===== src/rtl/lcd_capture.sv =====
`default_nettype none
// lcd_capture: parallel RGB LCD capture with per-line/per-frame timing checks and lock detection.
// Optional macro LCD_CAPTURE_CRC_EN adds frame_crc (CRC-16-CCITT of every captured pixel per frame).
module lcd_capture #(
    parameter int H_LINE = 480,
    parameter int V_LINE = 272
) (
    input  logic        clk,
    input  logic        rest_n,
    input  logic        lcd_hsync,
    input  logic        lcd_vsync,
    input  logic        lcd_de,
    input  logic [7:0]  lcd_r,
    input  logic [7:0]  lcd_g,
    input  logic [7:0]  lcd_b,
    output logic        pix_valid,
    output logic [23:0] pix_data,
    output logic [10:0] pix_x,
    output logic [10:0] pix_y,
    output logic        frame_start,
    output logic        line_done,
    output logic        frame_done,
    output logic        err_hlen,
    output logic        err_vlen,
    output logic        locked
`ifdef LCD_CAPTURE_CRC_EN
    ,
    output logic [15:0] frame_crc
`endif
);

    typedef enum logic [0:0] {SEARCH = 1'b0, FRAME = 1'b1} state_t;

    localparam logic [10:0] H_LINE_C = 11'(H_LINE);
    localparam logic [10:0] V_LINE_C = 11'(V_LINE);
    localparam logic [10:0] CNT_MAX  = 11'h7FF;

    // stage-1 input registers and their one-cycle history for edge detection
    logic        hs_q, vs_q, de_q, vs_prev_q, de_prev_q;
    logic [23:0] rgb_q;

    state_t      state_q, state_d;
    logic [10:0] pix_cnt_q, pix_cnt_d, line_cnt_q, line_cnt_d;
    logic        drop_q, drop_d, frame_err_q, frame_err_d;
    logic [1:0]  clean_q, clean_d;
    logic        locked_q, locked_d;
    logic        pix_valid_q, pix_valid_d;
    logic [23:0] pix_data_q, pix_data_d;
    logic [10:0] pix_x_q, pix_x_d, pix_y_q, pix_y_d;
    logic        frame_start_q, frame_start_d, line_done_q, line_done_d;
    logic        frame_done_q, frame_done_d, err_hlen_q, err_hlen_d, err_vlen_q, err_vlen_d;

    logic        w_vs_fall;
    logic [10:0] w_pix_inc, w_line_inc, w_line_eff;
    logic        w_frame_clean;

`ifdef LCD_CAPTURE_CRC_EN
    logic [15:0] crc_acc_q, crc_acc_d, frame_crc_q, frame_crc_d;

    function automatic logic [15:0] crc_step(input logic [15:0] crc, input logic [23:0] data);
        logic [15:0] c;
        logic        fb;
        c = crc;
        for (int i = 23; i >= 0; i--) begin
            fb = c[15] ^ data[i];
            c  = {c[14:0], 1'b0} ^ (fb ? 16'h1021 : 16'h0000);
        end
        return c;
    endfunction
`endif

    assign w_vs_fall  = vs_prev_q & ~vs_q;
    assign w_pix_inc  = (pix_cnt_q == CNT_MAX) ? pix_cnt_q : pix_cnt_q + 11'd1;
    assign w_line_inc = (line_cnt_q == CNT_MAX) ? line_cnt_q : line_cnt_q + 11'd1;

    always_comb begin
        state_d       = state_q;
        pix_cnt_d     = pix_cnt_q;
        line_cnt_d    = line_cnt_q;
        drop_d        = drop_q;
        frame_err_d   = frame_err_q;
        clean_d       = clean_q;
        locked_d      = locked_q;
        pix_valid_d   = 1'b0;
        pix_data_d    = pix_data_q;
        pix_x_d       = pix_x_q;
        pix_y_d       = pix_y_q;
        frame_start_d = 1'b0;
        line_done_d   = 1'b0;
        frame_done_d  = 1'b0;
        err_hlen_d    = 1'b0;
        err_vlen_d    = 1'b0;
        w_line_eff    = line_cnt_q;
        w_frame_clean = 1'b0;
`ifdef LCD_CAPTURE_CRC_EN
        crc_acc_d     = crc_acc_q;
        frame_crc_d   = frame_crc_q;
`endif

        if (state_q == FRAME) begin
            if (de_q) begin
                if (!vs_q) begin
                    // active data inside the vsync pulse: discard, flag once per line
                    err_vlen_d = ~drop_q;
                    drop_d     = 1'b1;
                end else begin
                    pix_valid_d = 1'b1;
                    pix_data_d  = rgb_q;
                    pix_x_d     = pix_cnt_q;
                    pix_y_d     = line_cnt_q;
                    pix_cnt_d   = w_pix_inc;
                    err_hlen_d  = ~hs_q;
`ifdef LCD_CAPTURE_CRC_EN
                    crc_acc_d   = crc_step(crc_acc_q, rgb_q);
`endif
                end
            end else if (de_prev_q) begin
                pix_cnt_d = 11'd0;
                drop_d    = 1'b0;
                if (!drop_q) begin
                    line_done_d = 1'b1;
                    err_hlen_d  = (pix_cnt_q != H_LINE_C);
                    line_cnt_d  = w_line_inc;
                    w_line_eff  = w_line_inc;
                    if (w_line_inc == V_LINE_C) begin
                        frame_done_d = 1'b1;
`ifdef LCD_CAPTURE_CRC_EN
                        frame_crc_d  = crc_acc_q;
`endif
                    end
                end
            end
        end

        // frame boundary is evaluated after the line close so it sees the updated count
        if (w_vs_fall) begin
            frame_start_d = 1'b1;
            state_d       = FRAME;
            line_cnt_d    = 11'd0;
            pix_cnt_d     = 11'd0;
            pix_y_d       = 11'd0;
`ifdef LCD_CAPTURE_CRC_EN
            crc_acc_d     = 16'hFFFF;
`endif
            if (state_q == FRAME) begin
                err_vlen_d    = err_vlen_d | (w_line_eff != V_LINE_C);
                w_frame_clean = ~frame_err_q & ~err_hlen_d & ~err_vlen_d;
                if (w_frame_clean) begin
                    clean_d = (clean_q == 2'd2) ? 2'd2 : clean_q + 2'd1;
                    if (clean_q != 2'd0) begin
                        locked_d = 1'b1;
                    end
                end
            end
            frame_err_d = 1'b0;
        end

        if (err_hlen_d || err_vlen_d) begin
            locked_d = 1'b0;
            clean_d  = 2'd0;
            if (!w_vs_fall) begin
                frame_err_d = 1'b1;
            end
        end
    end

    always_ff @(posedge clk or negedge rest_n) begin
        if (!rest_n) begin
            hs_q          <= 1'b0;
            vs_q          <= 1'b0;
            de_q          <= 1'b0;
            vs_prev_q     <= 1'b0;
            de_prev_q     <= 1'b0;
            rgb_q         <= 24'd0;
            state_q       <= SEARCH;
            pix_cnt_q     <= 11'd0;
            line_cnt_q    <= 11'd0;
            drop_q        <= 1'b0;
            frame_err_q   <= 1'b0;
            clean_q       <= 2'd0;
            locked_q      <= 1'b0;
            pix_valid_q   <= 1'b0;
            pix_data_q    <= 24'd0;
            pix_x_q       <= 11'd0;
            pix_y_q       <= 11'd0;
            frame_start_q <= 1'b0;
            line_done_q   <= 1'b0;
            frame_done_q  <= 1'b0;
            err_hlen_q    <= 1'b0;
            err_vlen_q    <= 1'b0;
`ifdef LCD_CAPTURE_CRC_EN
            crc_acc_q     <= 16'hFFFF;
            frame_crc_q   <= 16'd0;
`endif
        end else begin
            hs_q          <= lcd_hsync;
            vs_q          <= lcd_vsync;
            de_q          <= lcd_de;
            vs_prev_q     <= vs_q;
            de_prev_q     <= de_q;
            rgb_q         <= {lcd_r, lcd_g, lcd_b};
            state_q       <= state_d;
            pix_cnt_q     <= pix_cnt_d;
            line_cnt_q    <= line_cnt_d;
            drop_q        <= drop_d;
            frame_err_q   <= frame_err_d;
            clean_q       <= clean_d;
            locked_q      <= locked_d;
            pix_valid_q   <= pix_valid_d;
            pix_data_q    <= pix_data_d;
            pix_x_q       <= pix_x_d;
            pix_y_q       <= pix_y_d;
            frame_start_q <= frame_start_d;
            line_done_q   <= line_done_d;
            frame_done_q  <= frame_done_d;
            err_hlen_q    <= err_hlen_d;
            err_vlen_q    <= err_vlen_d;
`ifdef LCD_CAPTURE_CRC_EN
            crc_acc_q     <= crc_acc_d;
            frame_crc_q   <= frame_crc_d;
`endif
        end
    end

    assign pix_valid   = pix_valid_q;
    assign pix_data    = pix_data_q;
    assign pix_x       = pix_x_q;
    assign pix_y       = pix_y_q;
    assign frame_start = frame_start_q;
    assign line_done   = line_done_q;
    assign frame_done  = frame_done_q;
    assign err_hlen    = err_hlen_q;
    assign err_vlen    = err_vlen_q;
    assign locked      = locked_q;
`ifdef LCD_CAPTURE_CRC_EN
    assign frame_crc   = frame_crc_q;
`endif

endmodule
`default_nettype wire


===== config.mk =====
export PLATFORM = sky130hd
export DESIGN_NAME = lcd_capture
export DESIGN_NICKNAME = d
export VERILOG_FILES = /design/src/rtl/lcd_capture.sv
export SDC_FILE = /design/constraint.sdc
export NUM_CORES = 1
export LEC_CHECK = 0
export CORE_ASPECT_RATIO = 0.5
export CORE_MARGIN = 2
export CORE_UTILIZATION = 45
export CTS_CLUSTER_SIZE = 12
export DETAILED_ROUTE_END_ITERATION = 16
export PLACE_DENSITY = 0.8
export SYNTH_ARGS = -nofsm -noshare
export SYNTH_HDL_FRONTEND = slang
export SYNTH_SLANG_ARGS = --single-unit

===== constraint.sdc =====
create_clock -name clk -period 6.05 [get_ports clk]
set_input_delay 1.21 -clock clk [delete_from_list [all_inputs] [get_ports clk]]
set_output_delay 1.21 -clock clk [all_outputs]
set_load 0.01 [all_outputs]

==> results of run 1 <==
==> flip-flops by register name, summed over array words and instances, names as in the netlist, 2 cells and up <==
signal,cells
pix_data,24
rgb_q,24
line_cnt_q,11
pix_cnt_q,11
pix_x,11
pix_y,11
clean_q,2
==> report_power, final <==
group          internal, mW  switching, mW
logic                0.0991          0.103
registers             0.775         0.0340
clock network         0.293          0.291
==> per-layer routing <==
metal | part of all wire (%) | vias up | track usage, %
met4 | 1.9 | 0 | 6.73
li1 | - | 1694 | -
met1 | 45 | 1677 | 25.1
met2 | 48 | 105 | 31.7
met5 | 0 | - | 0
met3 | 5.1 | 17 | 4.31
==> cell usage in the layout, fill, tap and decap left out, drive strengths merged, types with 3 or more instances in the layout <==
| master | Yosys | routed |
|---|---|---|
| nor2 | 35 | 35 |
| nand2 | 134 | 134 |
| clkdlybuf4s50 | 0 | 80 |
| inv | 13 | 14 |
| o21ai | 16 | 16 |
| nand4 | 6 | 6 |
| nand3b | 3 | 3 |
| o21a | 3 | 3 |
| ha | 5 | 5 |
| clkinv | 0 | 5 |
| xnor2 | 8 | 8 |
| nor4 | 6 | 6 |
| and3 | 5 | 5 |
| xor2 | 6 | 6 |
| o2111ai | 4 | 4 |
| clkbuf | 13 | 9 |
| nand2b | 5 | 5 |
| buf | 14 | 4 |
| a31oi | 4 | 4 |
| nand3 | 27 | 27 |
| dfrtp | 109 | 109 |
| a21oi | 10 | 10 |
| nor3 | 10 | 10 |
==> worst max path at each step <==
stage / start / to / slack (ps)
global placement: line_cnt_q[0] / locked / 3220
CTS: line_cnt_q[0] / locked / 3060
finish: line_cnt_q[0] / locked / 3030
detailed placement: line_cnt_q[0] / locked / 3080
global route: line_cnt_q[0] / locked / 2800
floorplan: line_cnt_q[1] / locked / 3550
==> cells in the mapped netlist, types with 5 or more instances <==
library cell,count,share of area [%]
nand3_1,26,2.8
nand2_1,133,11
nor3_1,10,1.1
nand4_1,6,0.81
o21ai_0,16,1.7
xor2_1,6,1.1
and3_1,5,0.67
buf_2,6,0.65
xnor2_1,8,1.5
a21oi_1,10,1.1
dfrtp_1,109,59
nand2b_1,5,0.67
nor2_1,34,2.7
clkbuf_1,13,1.1
ha_1,5,1.3
inv_1,12,0.97
==> stage by stage <==
step / util, % / setup slack, ps / cell area [µm²]
3_5_place_dp: 54.6 / 3080 / 5520
3_3_place_gp: 54.6 / 3220 / 5520
2_1_floorplan: - / 3550 / 4640
4_1_cts: 57.6 / 3060 / 5830
5_1_grt: 57.6 / 2800 / 5830
6_report: 57.6 / 3030 / 5830
==> worst register-to-register path, stage by stage, from the launching register on <==
cell and delay [ps]:
dfrtp_1 540, ha_1 400, nand2_2 200, nor4_4 450, nor2_4 130, a2111oi_4 380, o2111ai_1 200, a311o_1 430
o21ba_1 230
==> cell type report <==
| class | instances | area (µm²) | area share [%] |
|---|---|---|---|
| Clock inverter | 7 | 82.6 | 1.42 |
| Inverter | 13 | 48.8 | 0.837 |
| Sequential cell | 109 | 2730 | 46.8 |
| Multi-Input combinational cell | 318 | 1740 | 29.8 |
| Clock buffer | 9 | 225 | 3.87 |
| Tap cell | 140 | 175 | 3.01 |
| Timing Repair Buffer | 84 | 831 | 14.3 |
==> logic make-up after synthesis <==
kind of cell    count (synthesis)  share of synthesized area, %
compound gates                 54                          8.14
xor+xnor                       14                          2.64
fa+ha+maj                       5                          1.35
buf+inv                        40                          3.96
flops                         109                          58.7
mux                             4                         0.916
simple gates                  241                          24.3
==> impl_metrics.yaml, run 1 <==
outcome:
  status: "completed"
cells_and_area:
  layout-drive-gt1-share_pct: 6.11
  stdcell_count: 680
  nets: 569
  diodes: 0
  fillers: 859
  syn2layout_area_growth_pct: 25.5
clock_tree:
  holdBufCountCts: 0
  path_clk_slew_ps: 80
  ctsResizeCount: 0
  clockBufferDepth: 2
  clock_sinks: 109
  cts_tree: "built"
  clockRootBuffer: "clkbuf_16"
  clk_latency_ps: 350
  cts_buffers: 9
  post_cts_buffers: 0
  h-tree-depth: 3
timing:
  hold_violations: 0
  skew_ps: 11.5
  worst_slew_pin_slew_ps: 715
  hold_ws_ps: 443
  finalCriticalPeriod_ps: 3020
  slew_headroom_pct: 52.3
  rsz0062_at_grt: "false"
  finalMaxSlewViolations: 0
  min_period_over_period_pct: 49.9
  setup_tns_ps: 0
  max_freq_mhz: 331
  setup_viol: 0
floorplanning:
  row_count: 26
  die_h_um: 75.8
  die-area_um2: 11200
  start_util_pct: 45.9
  num_io_pins: 82
  core_um2: 10100
  die_w_um: 148
power_and_ir_drop:
  power_mw: 1.60
  irDropWorstVdd_mv: 0.137
  p_per_area_nw_per_um2: 274
  p_leak_nw: 2.64
routing:
  wirelength_um: 10100
  vias: 3493
  wl_per_cell_um: 14.9
  detail-route-antenna-nets: 0
  viasPerCell: 5.14
  drt_iter0_markers: 217
  firstDrtPassIters: 5
  drc: 0
synth:
  ys_warn_count: 0
  synth_seq_cells: 109
  synthesis.nets: 501
  async_flop_share_pct: 100
  synth-edff-count: 0
  synth.distinct_cells: 53
  avgSynthCellArea_um2: 9.94
  synth_cells: 467
  yosysSeqAreaShare_pct: 58.7
  synth.cell_area_um2: 4640
  synth_flop_cell: "dfrtp_1"
critical_path:
  crit_path_cell_trace: "ha_1 > nand2_2 > nor4_4 > nor2_4 > a2111oi_4 > o2111ai_1 > a311o_1 > o21ba_1"
  reg2reg_depth: 8
  r2r-start: "line_cnt_q[0]"
  worstSetupPathType: "flip-flop to flip-flop"
  cp_top_family: "compound AO/OA/AOI/OAI gates"
  cp.required_ps: 6330
  arrival_ps: 3310
  r2r_setup_slack_ps: 3030
  critPathMaxFanout: 10
  endpoint_kind: "flip-flop"
  crit_buf_inv: 0
  worst_path_max_delay_cell: "dfrtp_1"
  crit_path_start_kind: "flip-flop"
  max_stage_delay_ps: 540
  reg2reg_to: "locked"
  cp.depth: 8
grt:
  grt_pass1_wl_um: 16600
  antenna_found_initial: 0
  grt_pass1_vias: 3367
  grt_max_degree: 59
  grt_usage_pct: 19.0
  overflow: 0
hold_path:
  min_from: "rgb_q[12]"
  whs_endpoint: "pix_data[12]"
  whs_path_depth: 2
  hold_path.class: "flip-flop to flip-flop"
placement:
  gp_congestion: 0.885
  dp_cells: 664
  hpwl_um: 6890
  io_buffers: 81
flow_run:
  maxCapViolCount: 0
Note: power is estimated with default switching activity, not from simulation.
==> run 2, diff against run 1 <==
- PLACE_DENSITY: 0.8 -> 0.83
- clock period: 6.05 -> 2.5 ns (I/O delays scaled with it)
==> run 2 against run 1 <==
Cell count grew 3.7%. Combinational power grew to 2.7 times the previous value. Die area is the same. Clock power grew 130%. Fmax grew 26%. Power grew 140%. Largest power group unchanged. Highest routed layer unchanged.
==> impl_metrics.yaml, run 2 (synthesis results as in run 1) <==
timing:
  finalCriticalPeriod_ps: 2390
  worst_slew_pin_slew_ps: 644
  slew_headroom_pct: 57.1
  finalMaxSlewViolations: 0
  min_period_over_period_pct: 95.6
  max_freq_mhz: 419
  setup_viol: 0
  rsz0062_at_grt: "true"
  hold_ws_ps: 184
  setup_tns_ps: 0
  hold_violations: 0
  skew_ps: 8.51
routing:
  drc: 0
  vias: 3597
  detail-route-antenna-nets: 0
  wirelength_um: 10600
  viasPerCell: 5.10
  drt_iter0_markers: 307
  wl_per_cell_um: 15.0
  firstDrtPassIters: 6
critical_path:
  worstSetupPathType: "flip-flop to flip-flop"
  cp.required_ps: 2780
  r2r_setup_slack_ps: 110
  reg2reg_depth: 8
  critPathMaxFanout: 6
  r2r-start: "line_cnt_q[1]"
  reg2reg_to: "locked"
  endpoint_kind: "flip-flop"
  arrival_ps: 2670
  crit_path_start_kind: "flip-flop"
cells_and_area:
  final_common_cell: "nand2_1"
  most-common-layout-cells: "nand2_1 (133), dfrtp_1 (109), clkdlybuf4s50_1 (80), nor2_1 (34), buf_4 (28)"
  syn2layout_area_growth_pct: 29.9
  fin_area_um2: 6030
  diodes: 0
  nets: 595
  layout-drive-gt1-share_pct: 10.6
grt:
  overflow: 0
  grt_pass1_wl_um: 17300
  antenna_found_initial: 0
  grt_usage_pct: 19.8
  grt_max_degree: 52
  grt_pass1_vias: 3470
clock_tree:
  holdBufCountCts: 0
  clock_sinks: 109
  clockBufferDepth: 2
  clk_latency_ps: 340
  path_clk_slew_ps: 70
  h-tree-depth: 3
  cts_tree: "built"
  clockRootBuffer: "clkbuf_16"
  cts_buffers: 9
floorplanning:
  core_um2: 10100
  die-area_um2: 11200
  row_count: 26
  die_w_um: 148
  start_util_pct: 45.9
  die_h_um: 75.8
  num_io_pins: 82
placement:
  hpwl_um: 7370
  io_buffers: 81
  gp_congestion: 0.878
  postPlaceCellArea_um2: 5740
hold_path:
  hold_path.class: "primary input to async pin"
power_and_ir_drop:
  irDropWorstVdd_mv: 0.360
  p_per_area_nw_per_um2: 634
  p_leak_nw: 2.79
flow_run:
  maxCapViolCount: 0
outcome:
  status: "completed"
run 2: per-stage QoR:
| stage | utilization [%] | power (mW) | setup WS [ps] | instances |
|---|---|---|---|---|
| floorplan | - | 2.20 | 42.2 | 467 |
| global placement | 56.8 | 2.51 | 118 | 690 |
| detailed placement | 56.8 | 2.52 | 84.6 | 690 |
| CTS | 59.5 | 3.86 | 61.0 | 705 |
| global route | 59.6 | 4.00 | -10.7 | 705 |
| finish | 59.6 | 3.82 | 111 | 705 |
run 2: report_power, final:
group	switching, mW	internal, mW
Combinational	0.280	0.268
Sequential	0.0628	1.88
Clock	0.650	0.688
run 2: timing repair:
item / 4_1_cts / 5_1_grt
endpoints found under the setup margin: 0 / 2
resized for setup: 0 / 3
setup buffers: 0 / 0
run 2: layer usage:
layer / routed length, µm / share of wire [%] / global-route usage (%)
met1: 4930 / 47 / 26.9
met2: 5100 / 48 / 33.2
met3: 509 / 4.8 / 4.97
met4: 47 / 0.44 / 3.95
met5: 0 / 0 / 0
run 2: how the worst max path moves through the flow:
stage	from	slack (ps)	cells after the start	to
6_report	line_cnt_q[1]	110	8	locked
5_1_grt	line_cnt_q[3]	-10	7	locked
4_1_cts	line_cnt_q[1]	60	8	locked
3_5_place_dp	line_cnt_q[1]	80	8	locked
3_3_place_gp	line_cnt_q[0]	120	8	locked
2_1_floorplan	line_cnt_q[1]	40	9	locked
run 2: critical path, cell delays in order, from the launching register on:
cell and delay, ps:
dfrtp_1 360, ha_1 220, nand2_4 110, or4_4 550, a21oi_1 140, o31a_1 190
o2111ai_1 130, a311o_1 410, o21ba_1 220
run 2: area by class of cell:
class,instances,area (µm²)
clock inverters,5,45.0
inverters,13,48.8
clock buffers,10,229
fillers,847,4090
repair buffers,110,1050
well taps,140,175
multi-input cells,318,1760
flip-flops and latches,109,2730
==> run 3, diff against run 2 <==
- CORE_UTILIZATION: 45 -> 36
- PLACE_DENSITY: 0.83 -> 0.7
- clock period: 2.5 -> 1.9 ns (I/O delays scaled with it)
==> run 3 against run 2 <==
The run now ends with setup timing left. Sequential power grew 31%. Largest cell class unchanged. Non-clock buffer count grew 55. Utilization shrank 7.0 points.
==> impl_metrics.yaml, run 3 (synthesis results as in run 1) <==
outcome:
  status: "complete, but fails checks"
  failed_checks: "setup timing"
clock_tree:
  clock_sinks: 109
  clk_latency_ps: 340
  clockBufferDepth: 2
  h-tree-depth: 3
  cts_tree: "built"
  clockRootBuffer: "clkbuf_16"
  cts_buffers: 9
  path_clk_slew_ps: 70
grt:
  grt_pass1_wl_um: 19200
  grt_usage_pct: 17.5
  antenna_found_initial: 0
  grt_pass1_vias: 3895
  grt_max_degree: 46
  overflow: 0
critical_path:
  worstSetupPathType: "flip-flop to flip-flop"
  cp.required_ps: 2180
  arrival_ps: 2560
  critPathMaxFanout: 10
  crit_path_start_kind: "flip-flop"
  endpoint_kind: "flip-flop"
cells_and_area:
  nets: 650
  diodes: 0
  syn2layout_area_growth_pct: 43.1
  final_common_cell: "nand2_1"
  fillers: 1142
  layout-drive-gt1-share_pct: 21.3
  most-common-layout-cells: "nand2_1 (132), dfrtp_1 (109), clkdlybuf4s50_1 (80), buf_4 (79), nor2_1 (33)"
  utilization_pct: 52.6
flow_run:
  maxCapViolCount: 0
timing:
  hold_ws_ps: 441
  fin_ws_ps: -382
  finalCriticalPeriod_ps: 2280
  setup_viol: 5
  hold_violations: 0
  worst_slew_pin_slew_ps: 486
  finalMaxSlewViolations: 0
  rsz0062_at_grt: "true"
  min_period_over_period_pct: 120
  slew_headroom_pct: 67.3
  skew_ps: 5.81
  max_freq_mhz: 438
power_and_ir_drop:
  p_int_mw: 3.99
  power.clock.fraction_pct: 36.0
  switching_power_mw: 1.30
  p_per_area_nw_per_um2: 797
  p_leak_nw: 3.08
  p_comb_share_pct: 15.8
  pwr-share-seq_pct: 48.2
  p_sw_share_pct: 24.5
  irDropWorstVdd_mv: 0.421
placement:
  io_buffers: 81
  hpwl_um: 8250
  gp_congestion: 0.876
routing:
  drt_iter0_markers: 204
  detail-route-antenna-nets: 0
  viasPerCell: 4.83
  vias: 3821
  firstDrtPassIters: 4
  drc: 0
  wirelength_um: 11500
  wl_per_cell_um: 14.6
floorplanning:
  die_h_um: 84.3
  row_count: 29
  die-area_um2: 13900
  core_um2: 12600
  die_w_um: 165
  num_io_pins: 82
  start_util_pct: 36.8
hold_path:
  hold_path.class: "flip-flop to flip-flop"
## run 3: worst max-delay path, stage by stage (launching register included)
cell and delay (ps):
dfrtp_1 380, buf_6 140, nand2_1 110, nor4_4 370, xnor2_2 120, a2111oi_4 330, o2111ai_2 210, a311o_1 340
o21ba_1 220
## run 3: routing by layer
| layer | routed length [µm] | vias to the layer above | GRT usage, % |
|---|---|---|---|
| met5 | 0 | - | 0 |
| met4 | 163 | 0 | 4.58 |
| met3 | 349 | 17 | 4.40 |
| met2 | 5730 | 46 | 29.2 |
| met1 | 5280 | 1903 | 23.0 |
| li1 | - | 1855 | - |
## run 3: worst paths after layout
check / endpoint / slack (ps) / start / depth (start not counted)
max: locked / -380 / line_cnt_q[7] / 8
min in group asynchronous: err_vlen / 490 / rest_n / 2
min: pix_data[12] / 440 / rgb_q[12] / 2
min reg2reg: pix_data[12] / 440 / rgb_q[12] / 2
max in group asynchronous: rgb_q[4] / 860 / rest_n / 3
max reg2reg: locked / -380 / line_cnt_q[7] / 8
## run 3: cell type report
cell class,instances,area (µm²),share of cell area (%)
inverter,13,48.8,0.734
sequential,109,2730,41.0
timing repair buffer,165,1470,22.1
tap,170,213,3.20
clock buffer,13,260,3.92
multi-input combinational,318,1880,28.4
clock inverter,3,43.8,0.659
## run 3: power by group through the flow
| stage | registers, mW | logic [mW] | clock network (mW) |
|---|---|---|---|
| floorplan | 2.63 | 0.266 | 0 |
| global placement | 2.58 | 0.788 | 0 |
| detailed placement | 2.59 | 0.799 | 0 |
| CTS | 2.55 | 0.828 | 1.96 |
| global route | 2.57 | 0.916 | 2.06 |
| finish | 2.55 | 0.836 | 1.91 |
## run 3: stage by stage
stage                     std cells  setup TNS [ps]  setup WS [ps]  cell area, µm²  total power, mW
after floorplan                 467           -1550           -481            4670             2.90
after global placement          767           -1610           -447            6140             3.37
after detailed placement        767           -1940           -507            6140             3.39
after CTS                       787           -1190           -343            6550             5.33
after global routing            791           -1950           -513            6650             5.54
final                           791           -1160           -382            6650             5.29
## run 3: timing repair
| action | in CTS | in global routing |
|---|---|---|
| pin swaps | 12 | 10 |
| cloned | 0 | 0 |
| setup buffers | 4 | 6 |
| hold buffers | 1 | 0 |
| endpoints found under the hold margin | 20 | 0 |
| setup endpoints to repair | 9 | 10 |
| resized for setup | 14 | 13 |
